### config.mk
export PLATFORM = sky130hd
export DESIGN_NAME = adc_serial_emulator
export DESIGN_NICKNAME = d
export VERILOG_FILES = /design/src/rtl/adc_emu_pkg.sv /design/src/rtl/sync_edge_det.sv /design/src/rtl/adc_serial_emulator.sv
export SDC_FILE = /design/constraint.sdc
export NUM_CORES = 1
export LEC_CHECK = 0
export ABC_AREA = 1
export BUFFER_PORTS_ARGS = -buffer_cell sky130_fd_sc_hd__buf_4
export CAP_MARGIN = 10
export CORE_MARGIN = 2
export CORE_UTILIZATION = 40
export CTS_BUF_LIST = sky130_fd_sc_hd__clkbuf_4 sky130_fd_sc_hd__clkbuf_8 sky130_fd_sc_hd__clkbuf_16
export DETAILED_ROUTE_END_ITERATION = 10
export GPL_ROUTABILITY_DRIVEN = 0
export SYNTH_ARGS = -nofsm -noshare
export SYNTH_HDL_FRONTEND = slang
export SYNTH_SLANG_ARGS = --single-unit
export TNS_END_PERCENT = 30
### constraint.sdc
create_clock -name clk50_in -period 5.7 [get_ports clk50_in]
set_input_delay 1.14 -clock clk50_in [delete_from_list [all_inputs] [get_ports clk50_in]]
set_output_delay 1.14 -clock clk50_in [all_outputs]
set_load 0.03 [all_outputs]
### src/rtl/adc_emu_pkg.sv
// rtl/adc_emu_pkg.sv - shared defaults, frame length helper and state type for the ADC serial emulator
package adc_emu_pkg;

   localparam int W_DATA_DEF = 18;
   localparam int N_CHAN_DEF = 8;

   // Bits carried per serial line in one frame; half the channels ride each line.
   function automatic int tx_len(input int w_data, input int n_chan);
      return (w_data * n_chan) / 2;
   endfunction

   typedef enum logic [1:0] {
      IDLE  = 2'd0,
      CONV  = 2'd1,
      READY = 2'd2,
      SHIFT = 2'd3
   } state_t;

endpackage

### src/rtl/sync_edge_det.sv
// rtl/sync_edge_det.sv - two-flop synchronizer with registered edge detector (level/rise/fall)
module sync_edge_det (
   input  logic clk,
   input  logic rst,
   input  logic din,
   output logic level,
   output logic rise,
   output logic fall
);

   logic s1;
   logic s2;
   logic prev;

   always_ff @(posedge clk or posedge rst) begin
      if (rst) begin
         s1   <= 1'b0;
         s2   <= 1'b0;
         prev <= 1'b0;
      end else begin
         s1   <= din;
         s2   <= s1;
         prev <= s2;
      end
   end

   // Edges are decoded off the second stage so they cost no extra cycle.
   assign level = s2;
   assign rise  = s2 & ~prev;
   assign fall  = ~s2 & prev;

endmodule

### src/rtl/adc_serial_emulator.sv
// rtl/adc_serial_emulator.sv - ADC-side convst/busy/n_cs/sclk responder; ADC_EMU_RAMP_EN replaces channel data with a ramp
module adc_serial_emulator
   import adc_emu_pkg::*;
#(
   parameter int W_DATA   = W_DATA_DEF,
   parameter int N_CHAN   = N_CHAN_DEF,
   parameter int BUSY_CYC = 200
) (
   input  logic                       clk50_in,
   input  logic                       rst_in,
   input  logic [W_DATA*N_CHAN-1:0]   chan_data_in,
   input  logic                       convst_in,
   input  logic                       n_cs_in,
   input  logic                       sclk_in,
   output logic                       busy_out,
   output logic                       data_a_out,
   output logic                       data_b_out,
   output logic                       frame_done_out
);

   localparam int TX_LEN = tx_len(W_DATA, N_CHAN);
   localparam int CW     = $clog2(TX_LEN + 1);
   localparam int BW     = (BUSY_CYC > 1) ? $clog2(BUSY_CYC) : 1;

   logic [2:0] lvl_unused;
   logic       convst_rise;
   logic       convst_fall_unused;
   logic       n_cs_rise;
   logic       n_cs_fall;
   logic       sclk_rise_unused;
   logic       sclk_fall;

   sync_edge_det u_sync_convst (
      .clk (clk50_in), .rst (rst_in), .din (convst_in),
      .level (lvl_unused[0]), .rise (convst_rise), .fall (convst_fall_unused)
   );

   sync_edge_det u_sync_n_cs (
      .clk (clk50_in), .rst (rst_in), .din (n_cs_in),
      .level (lvl_unused[1]), .rise (n_cs_rise), .fall (n_cs_fall)
   );

   sync_edge_det u_sync_sclk (
      .clk (clk50_in), .rst (rst_in), .din (sclk_in),
      .level (lvl_unused[2]), .rise (sclk_rise_unused), .fall (sclk_fall)
   );

   state_t                    state;
   state_t                    state_nxt;
   logic                      start;
   logic                      conv_active;
   logic [BW-1:0]             busy_cnt;
   logic [CW-1:0]             bit_cnt;
   logic [TX_LEN-1:0]         sh_a;
   logic [TX_LEN-1:0]         sh_b;
   logic [W_DATA*N_CHAN-1:0]  snap;

`ifdef ADC_EMU_RAMP_EN
   logic signed [W_DATA-1:0] ramp;
   logic                     unused_chan;

   assign unused_chan = ^chan_data_in;

   // Two's complement overflow gives the max-to-min wrap for free.
   always_ff @(posedge clk50_in or posedge rst_in) begin
      if (rst_in) begin
         ramp <= '0;
      end else if (frame_done_out) begin
         ramp <= ramp + W_DATA'(1);
      end
   end

   always_comb begin
      snap = '0;
      for (int i = 0; i < N_CHAN; i++) begin
         snap[W_DATA*(N_CHAN-i)-1 -: W_DATA] = ramp + W_DATA'(i);
      end
   end
`else
   assign snap = chan_data_in;
`endif

   always_comb begin
      state_nxt      = state;
      start          = 1'b0;
      frame_done_out = 1'b0;
      case (state)
         IDLE: begin
            if (convst_rise) begin
               start     = 1'b1;
               state_nxt = CONV;
            end
         end
         CONV: begin
            if (n_cs_fall) begin
               state_nxt = SHIFT;
            end else if (busy_cnt == '0) begin
               state_nxt = READY;
            end
         end
         READY: begin
            if (n_cs_fall) begin
               state_nxt = SHIFT;
            end else if (convst_rise) begin
               start     = 1'b1;
               state_nxt = CONV;
            end
         end
         SHIFT: begin
            if (bit_cnt == CW'(TX_LEN)) begin
               frame_done_out = 1'b1;
               state_nxt      = IDLE;
            end else if (n_cs_rise) begin
               state_nxt = IDLE;
            end
         end
         default: state_nxt = IDLE;
      endcase
   end

   always_ff @(posedge clk50_in or posedge rst_in) begin
      if (rst_in) begin
         state       <= IDLE;
         conv_active <= 1'b0;
         busy_cnt    <= '0;
         bit_cnt     <= '0;
         sh_a        <= '0;
         sh_b        <= '0;
      end else begin
         state <= state_nxt;
         if (start) begin
            sh_a        <= snap[W_DATA*N_CHAN-1 -: TX_LEN];
            sh_b        <= snap[TX_LEN-1:0];
            busy_cnt    <= BW'(BUSY_CYC - 1);
            conv_active <= 1'b1;
         end else begin
            // Busy keeps counting through an early readout; only its own count ends it.
            if (conv_active) begin
               if (busy_cnt == '0) begin
                  conv_active <= 1'b0;
               end else begin
                  busy_cnt <= busy_cnt - BW'(1);
               end
            end
            if (state_nxt == IDLE) begin
               conv_active <= 1'b0;
            end
         end
         if (state != SHIFT) begin
            bit_cnt <= '0;
         end else if (sclk_fall && (bit_cnt != CW'(TX_LEN))) begin
            sh_a    <= {sh_a[TX_LEN-2:0], 1'b0};
            sh_b    <= {sh_b[TX_LEN-2:0], 1'b0};
            bit_cnt <= bit_cnt + CW'(1);
         end
      end
   end

   assign busy_out   = conv_active;
   assign data_a_out = (state == SHIFT) & sh_a[TX_LEN-1];
   assign data_b_out = (state == SHIFT) & sh_b[TX_LEN-1];

endmodule

# Word level (Yosys, flattened, before mapping)
# Index checks and enable logic that the tools add are counted.
[word_totals]
register_bits = 171
inputBits = 149
out_inout_bits = 4
[classes]
addsub = 2
eq_ne = 7
mux = 27
bitwise_logic = 10
n_reduce_logical = 7
[op_table]
columns = ["operator", "count"]
rows = [
  ["two-way mux 72 bit", 6],
  ["two-way mux 8 bit", 3],
  ["two-way mux 7 bit", 2],
  ["two-way mux 2 bit", 6],
  ["logical NOT 8 bit", 1],
  ["two-way mux 1 bit", 8],
  ["case mux 2 bit (4 select lines)", 1],
  ["subtractor 8 x 1 -> 8 bit, second input constant", 1],
  ["adder 7 x 1 -> 7 bit, second input constant", 1],
  ["== test 7 bit, second input constant", 1],
  ["inequality test 7 bit, second input constant", 1],
  ["AND 1 bit", 6],
  ["== test 2 bit, second input constant", 2],
  ["logical NOT 2 bit", 2],
  ["inequality test 2 bit, second input constant", 2],
  ["NOT 1 bit", 4],
  ["nonzero test 2 bit", 2],
  ["== test 2 x 1 -> 1 bit, second input constant", 1],
  ["case mux 1 bit (2 select lines)", 1],
  ["AND reduction 2 bit", 1],
  ["logical AND 1 bit", 1],
]

# Logic depth before layout (Yosys ltp)
[logic_depth]
depth_word = 8
depth_mapped = 12
mapped_depth_nobuf = 11

# By module
# From an unflattened synthesis, not the netlist that was laid out.
[hier_totals]
hier_cells = 943
hier_area_um2 = 8445.6
[modules_own_cells]
columns = ["mod", "instances", "cells_per_inst", "area_per_inst_um2", "seq_area_each_um2"]
rows = [
  ["adc_serial_emulator", 1, 919, 8164.1, 4053.9],
  ["sync_edge_det", 3, 8, 93.8, 75.1],
]

# Least setup slack after synthesis
# No wires, ideal clock.
[synth_path]
path_kind = "register to output"
from = "register bit_cnt[0]"
to = "output port frame_done_out"
arrival_time_ns = 1.212
t_required_ns = 4.560
slack_ns = 3.348
stages_incl_launch_ff = 7
cell_sequence = "dfrtp_1 > inv_1 > ha_1 > nand2_1 > inv_1 > nand3_2 > nor2_1"
[synth_via]
elab_chain_cells = 3
[synth_rtl]
columns = ["item", "line", "source"]
rows = [
  ["start, declared", "adc_serial_emulator.sv:53", "logic [CW-1:0] bit_cnt;"],
  ["start signal, assigned", "adc_serial_emulator.sv:154", "bit_cnt <= bit_cnt + CW'(1);"],
  ["== test 7 bit", "adc_serial_emulator.sv:110", "if (bit_cnt == CW'(TX_LEN)) begin"],
  ["two-way mux 1 bit", "adc_serial_emulator.sv:110", ""],
  ["two-way mux 1 bit", "adc_serial_emulator.sv:87", "case (state)"],
  ["end, declared", "adc_serial_emulator.sv:18", "output logic frame_done_out"],
]
# Every way passes these cells.

# Worst setup path in the final report
[layout_path]
from = "register u_sync_convst.prev"
to = "register sh_a[10]"
[layout_via]
elab_chain_cells = 8
[layout_rtl]
columns = ["item", "line", "source"]
rows = [
  ["start, declared", "sync_edge_det.sv:13", "logic prev;"],
  ["start signal, assigned", "sync_edge_det.sv:19", "prev <= 1'b0;"],
  ["start signal, assigned", "sync_edge_det.sv:23", "prev <= s2;"],
  ["NOT 1 bit *", "sync_edge_det.sv:29", "assign rise = s2 & ~prev;"],
  ["AND 1 bit *", "sync_edge_det.sv:29", ""],
  ["two-way mux 1 bit *", "adc_serial_emulator.sv:89, adc_serial_emulator.sv:104", ""],
  ["two-way mux 1 bit", "adc_serial_emulator.sv:102", "if (n_cs_fall) begin"],
  ["case mux 1 bit (2 select lines) *", "adc_serial_emulator.sv:87", ""],
  ["two-way mux 72 bit *", "adc_serial_emulator.sv:131", "if (start) begin"],
  ["two-way mux 72 bit", "adc_serial_emulator.sv:151", "end else if (sclk_fall && (bit_cnt != CW'(TX_LEN))) begin"],
  ["two-way mux 72 bit *", "adc_serial_emulator.sv:149", "if (state != SHIFT) begin"],
  ["end signal, assigned", "adc_serial_emulator.sv:132", "sh_a <= snap[W_DATA*N_CHAN-1 -: TX_LEN];"],
  ["end signal, assigned", "adc_serial_emulator.sv:152", "sh_a <= {sh_a[TX_LEN-2:0], 1'b0};"],
  ["end, declared", "adc_serial_emulator.sv:54", "logic [TX_LEN-1:0] sh_a;"],
]
# Mark *: on every way between the ends. The rest lies on a longest branch, timed or not.
# A chain may end at the register's enable or synchronous reset.

==> impl_metrics.env <==
export IMPL_outcome="finished clean"
export IMPL_r2r_end="sh_a[10]$_DFF_PP0_"
export IMPL_cp_end_kind="flop"
export IMPL_drive_above_1_share=0.221
export IMPL_wl_um=18100
export IMPL_grt_max_degree=172
export IMPL_hpwlAfterDp_um=11200
export IMPL_worstHoldPathCells=0
export IMPL_syn_instance_count=950
export IMPL_drt_iter0_markers=426
export IMPL_max_cap_violations=0
export IMPL_antenna_found_initial=0
export IMPL_tightest_slew_ns=0.974
export IMPL_final_setup_viol_count=0
export IMPL_r2r_slack_ns=2.90
export IMPL_clock_latency_ns=0.43
export IMPL_syn_area_um2=8470
export IMPL_power_total_uw=4890
export IMPL_cpMostUsedCell="nand2_1"
export IMPL_worst_r2r_cell_count=9
export IMPL_crit_fanout=75
export IMPL_top_level_ports=153
export IMPL_critPathKind="reg -> reg"
export IMPL_synth_xor_xnor_area_share=0.00517
export IMPL_ys_seq_elements=171
export IMPL_grt_pass1_wl_um=30900
export IMPL_start_util=0.406
export IMPL_synthSimpleGateAreaFrac=0.276
export IMPL_skew_ns=0.0186
export IMPL_cts_hold_buf=0
export IMPL_fp_row_count=53
export IMPL_cts_tree="built"
export IMPL_final_hold_viol_count=0
export IMPL_final_cell_mix="nand2_1 (323), dfrtp_1 (171), buf_4 (155)"
export IMPL_whs_ns=0.350
export IMPL_ctsResizeCount=0
export IMPL_clockBufferDepth=2
export IMPL_synth_mux_area_frac=0
export IMPL_route_detailed_drc=0
export IMPL_cts_buffers=17
export IMPL_die_h_um=150
export IMPL_path_cells="inv_1 -> nand2_1 -> nor2_2 -> nand2_4 -> inv_4 -> buf_4 -> nand2_1 -> nand3_2 -> o21a_1"
export IMPL_power_density_nw_per_um2=480
export IMPL_yosysTopAreaCellShare=0.505
export IMPL_layout_worst_path_cycle_share=0.491
export IMPL_rsz0062_at_grt="false"
export IMPL_synth_area_per_cell_um2=8.92
export IMPL_diodes=0
export IMPL_cts_root_buffer="clkbuf_16"
export IMPL_ant_nets=0
export IMPL_relSlewSlack=0.351
export IMPL_crit_arrival_ns=3.15
export IMPL_p_leak_uw=0.00510
export IMPL_post_cts_setup_buffers=0
export IMPL_yosysUniqueCellTypes=29
export IMPL_r2r_start="u_sync_convst.prev$_DFF_PP0_"
export IMPL_slew_viol_final=0
export IMPL_placed_cell_area_um2=9590
export IMPL_fill_cells=2034
export IMPL_clock_sinks=171
export IMPL_area_growth_pct=20.4
export IMPL_core_area_um2=20900
export IMPL_crit_path_end="sh_a[10]$_DFF_PP0_"
export IMPL_io_buffers=152
export IMPL_viasPerCell=4.86
export IMPL_cp_slowest_cell="buf_4"
export IMPL_cp_start_kind="flop"
export IMPL_grt_overflow=0
export IMPL_stdcell_area_um2=10200
export IMPL_clk_pin_slew_worst_paths_ns=0.07
export IMPL_wl_per_cell_um=13.4
export IMPL_cp_num_cells=9
export IMPL_fin_setup_tns_ns=0
export IMPL_synthTopCellsByArea="dfrtp_1 (50%), nand2_1 (14%), o21a_1 (12%)"
export IMPL_drt_first_pass_iters=6
export IMPL_grt_usage=0.171
export IMPL_synthAdderAreaFrac=0.00443
export IMPL_die_x_um=150
export IMPL_crit_buf_inv=3
export IMPL_irDropWorstVdd_uv=201
export IMPL_period_minus_slack_ns=2.80
export IMPL_final_common_cell="nand2_1"
export IMPL_fmax_ghz=0.357
export IMPL_synth_warnings=0
export IMPL_worstPathRequired_ns=6.05
export IMPL_hold_path_class="reg -> reg"
export IMPL_critPathTopFamily="buffers and inverters"
export IMPL_cpPeakStageDelay_ns=0.61
export IMPL_vias=6572
export IMPL_cp_startpoint="u_sync_convst.prev$_DFF_PP0_"
export IMPL_nNetsFinal=1216
export IMPL_htreeDepth=4
export IMPL_synth_largest_area_cell="dfrtp_1"
export IMPL_grt_pass1_vias=6500
export IMPL_die_area_um2=22400
export IMPL_synth_compound_area_frac=0.141
export IMPL_synth_top_family_by_area="simple AND/OR/NAND/NOR gates"
export IMPL_yosysSeqAreaShare=0.505
export IMPL_synth_nets=1102
[cell families after synthesis]
logic type / count (synthesis)
adders and majority gates: 3
AOI/OAI and AO/OA: 167
and+or+nand+nor: 506
xor gates and xnor gates: 5
DFF: 171
buffers and inverters: 98
[cells in the mapped netlist]
master	number
nand2_1	323
dfrtp_1	171
o21a_1	138
nand3_1	112
nand3_2	41
inv_1	33
buf_2	22
nor2_1	21
buf_6	19
clkbuf_1	12
o21ai_0	12
buf_4	8
o21ai_1	6
a21oi_1	5
o211ai_1	4
xor2_1	4
ha_1	3
nor3_1	3
inv_4	2
nand2_2	2
a21boi_0	1
buf_8	1
inv_2	1
nand2_4	1
nand3b_1	1
nor2_2	1
nor2_8	1
o22ai_1	1
xnor2_1	1
[cell type report]
class                           instances  area [um2]  area share
Tap cell                              275         344      0.0337
Inverter                               36         149      0.0146
Clock inverter                         10         143      0.0140
Clock buffer                           21         468      0.0459
Sequential cell                       171        4280       0.419
Timing Repair Buffer                  157        1200       0.118
Multi-Input combinational cell        681        3620       0.354
[state kept, by name (all words and copies together), names as in the netlist, 2 cells and up]
signal,flops
bit_cnt,7
busy_cnt,8
sh_a,72
sh_b,72
state,2
[worst min-delay path by stage]
stage	start	end	slack, ns
detailed placement	u_sync_sclk.s1$_DFF_PP0_	u_sync_sclk.level$_DFF_PP0_	0.34
finish	u_sync_sclk.s1$_DFF_PP0_	u_sync_sclk.level$_DFF_PP0_	0.35
CTS	u_sync_sclk.s1$_DFF_PP0_	u_sync_sclk.level$_DFF_PP0_	0.35
global route	u_sync_sclk.s1$_DFF_PP0_	u_sync_sclk.level$_DFF_PP0_	0.37
global placement	u_sync_sclk.s1$_DFF_PP0_	u_sync_sclk.level$_DFF_PP0_	0.33
floorplan	u_sync_convst.s1$_DFF_PP0_	u_sync_convst.level$_DFF_PP0_	0.33
[routing by layer]
metal	wire, um	global-route usage	up-vias
met5	0	0	-
met4	175	0.0467	0
met3	825	0.0412	13
met2	8190	0.257	126
met1	8930	0.245	3063
li1	-	-	3370
[worst reg2reg max path: cells and delay by family (launching register included)]
kind,cells,cell delay [ns]
AOI/OAI and AO/OA,1,0.12
buffers and inverters,3,1.27
and+or+nand+nor,5,0.97
DFF,1,0.36
[through the flow]
stage	util	instances	worst slack, ns
after CTS	0.488	1351	2.88
after detailed placement	0.459	1320	2.91
final	0.488	1351	2.90
after global routing	0.488	1351	2.59
after floorplan	-	950	2.38
after global placement	0.459	1320	2.96
[where the power goes]
group	internal, uW	switching (uW)
Combinational	821	805
Clock	721	471
Sequential	1780	299
Total	3320	1570
Note: power is estimated with default switching activity, not from simulation.
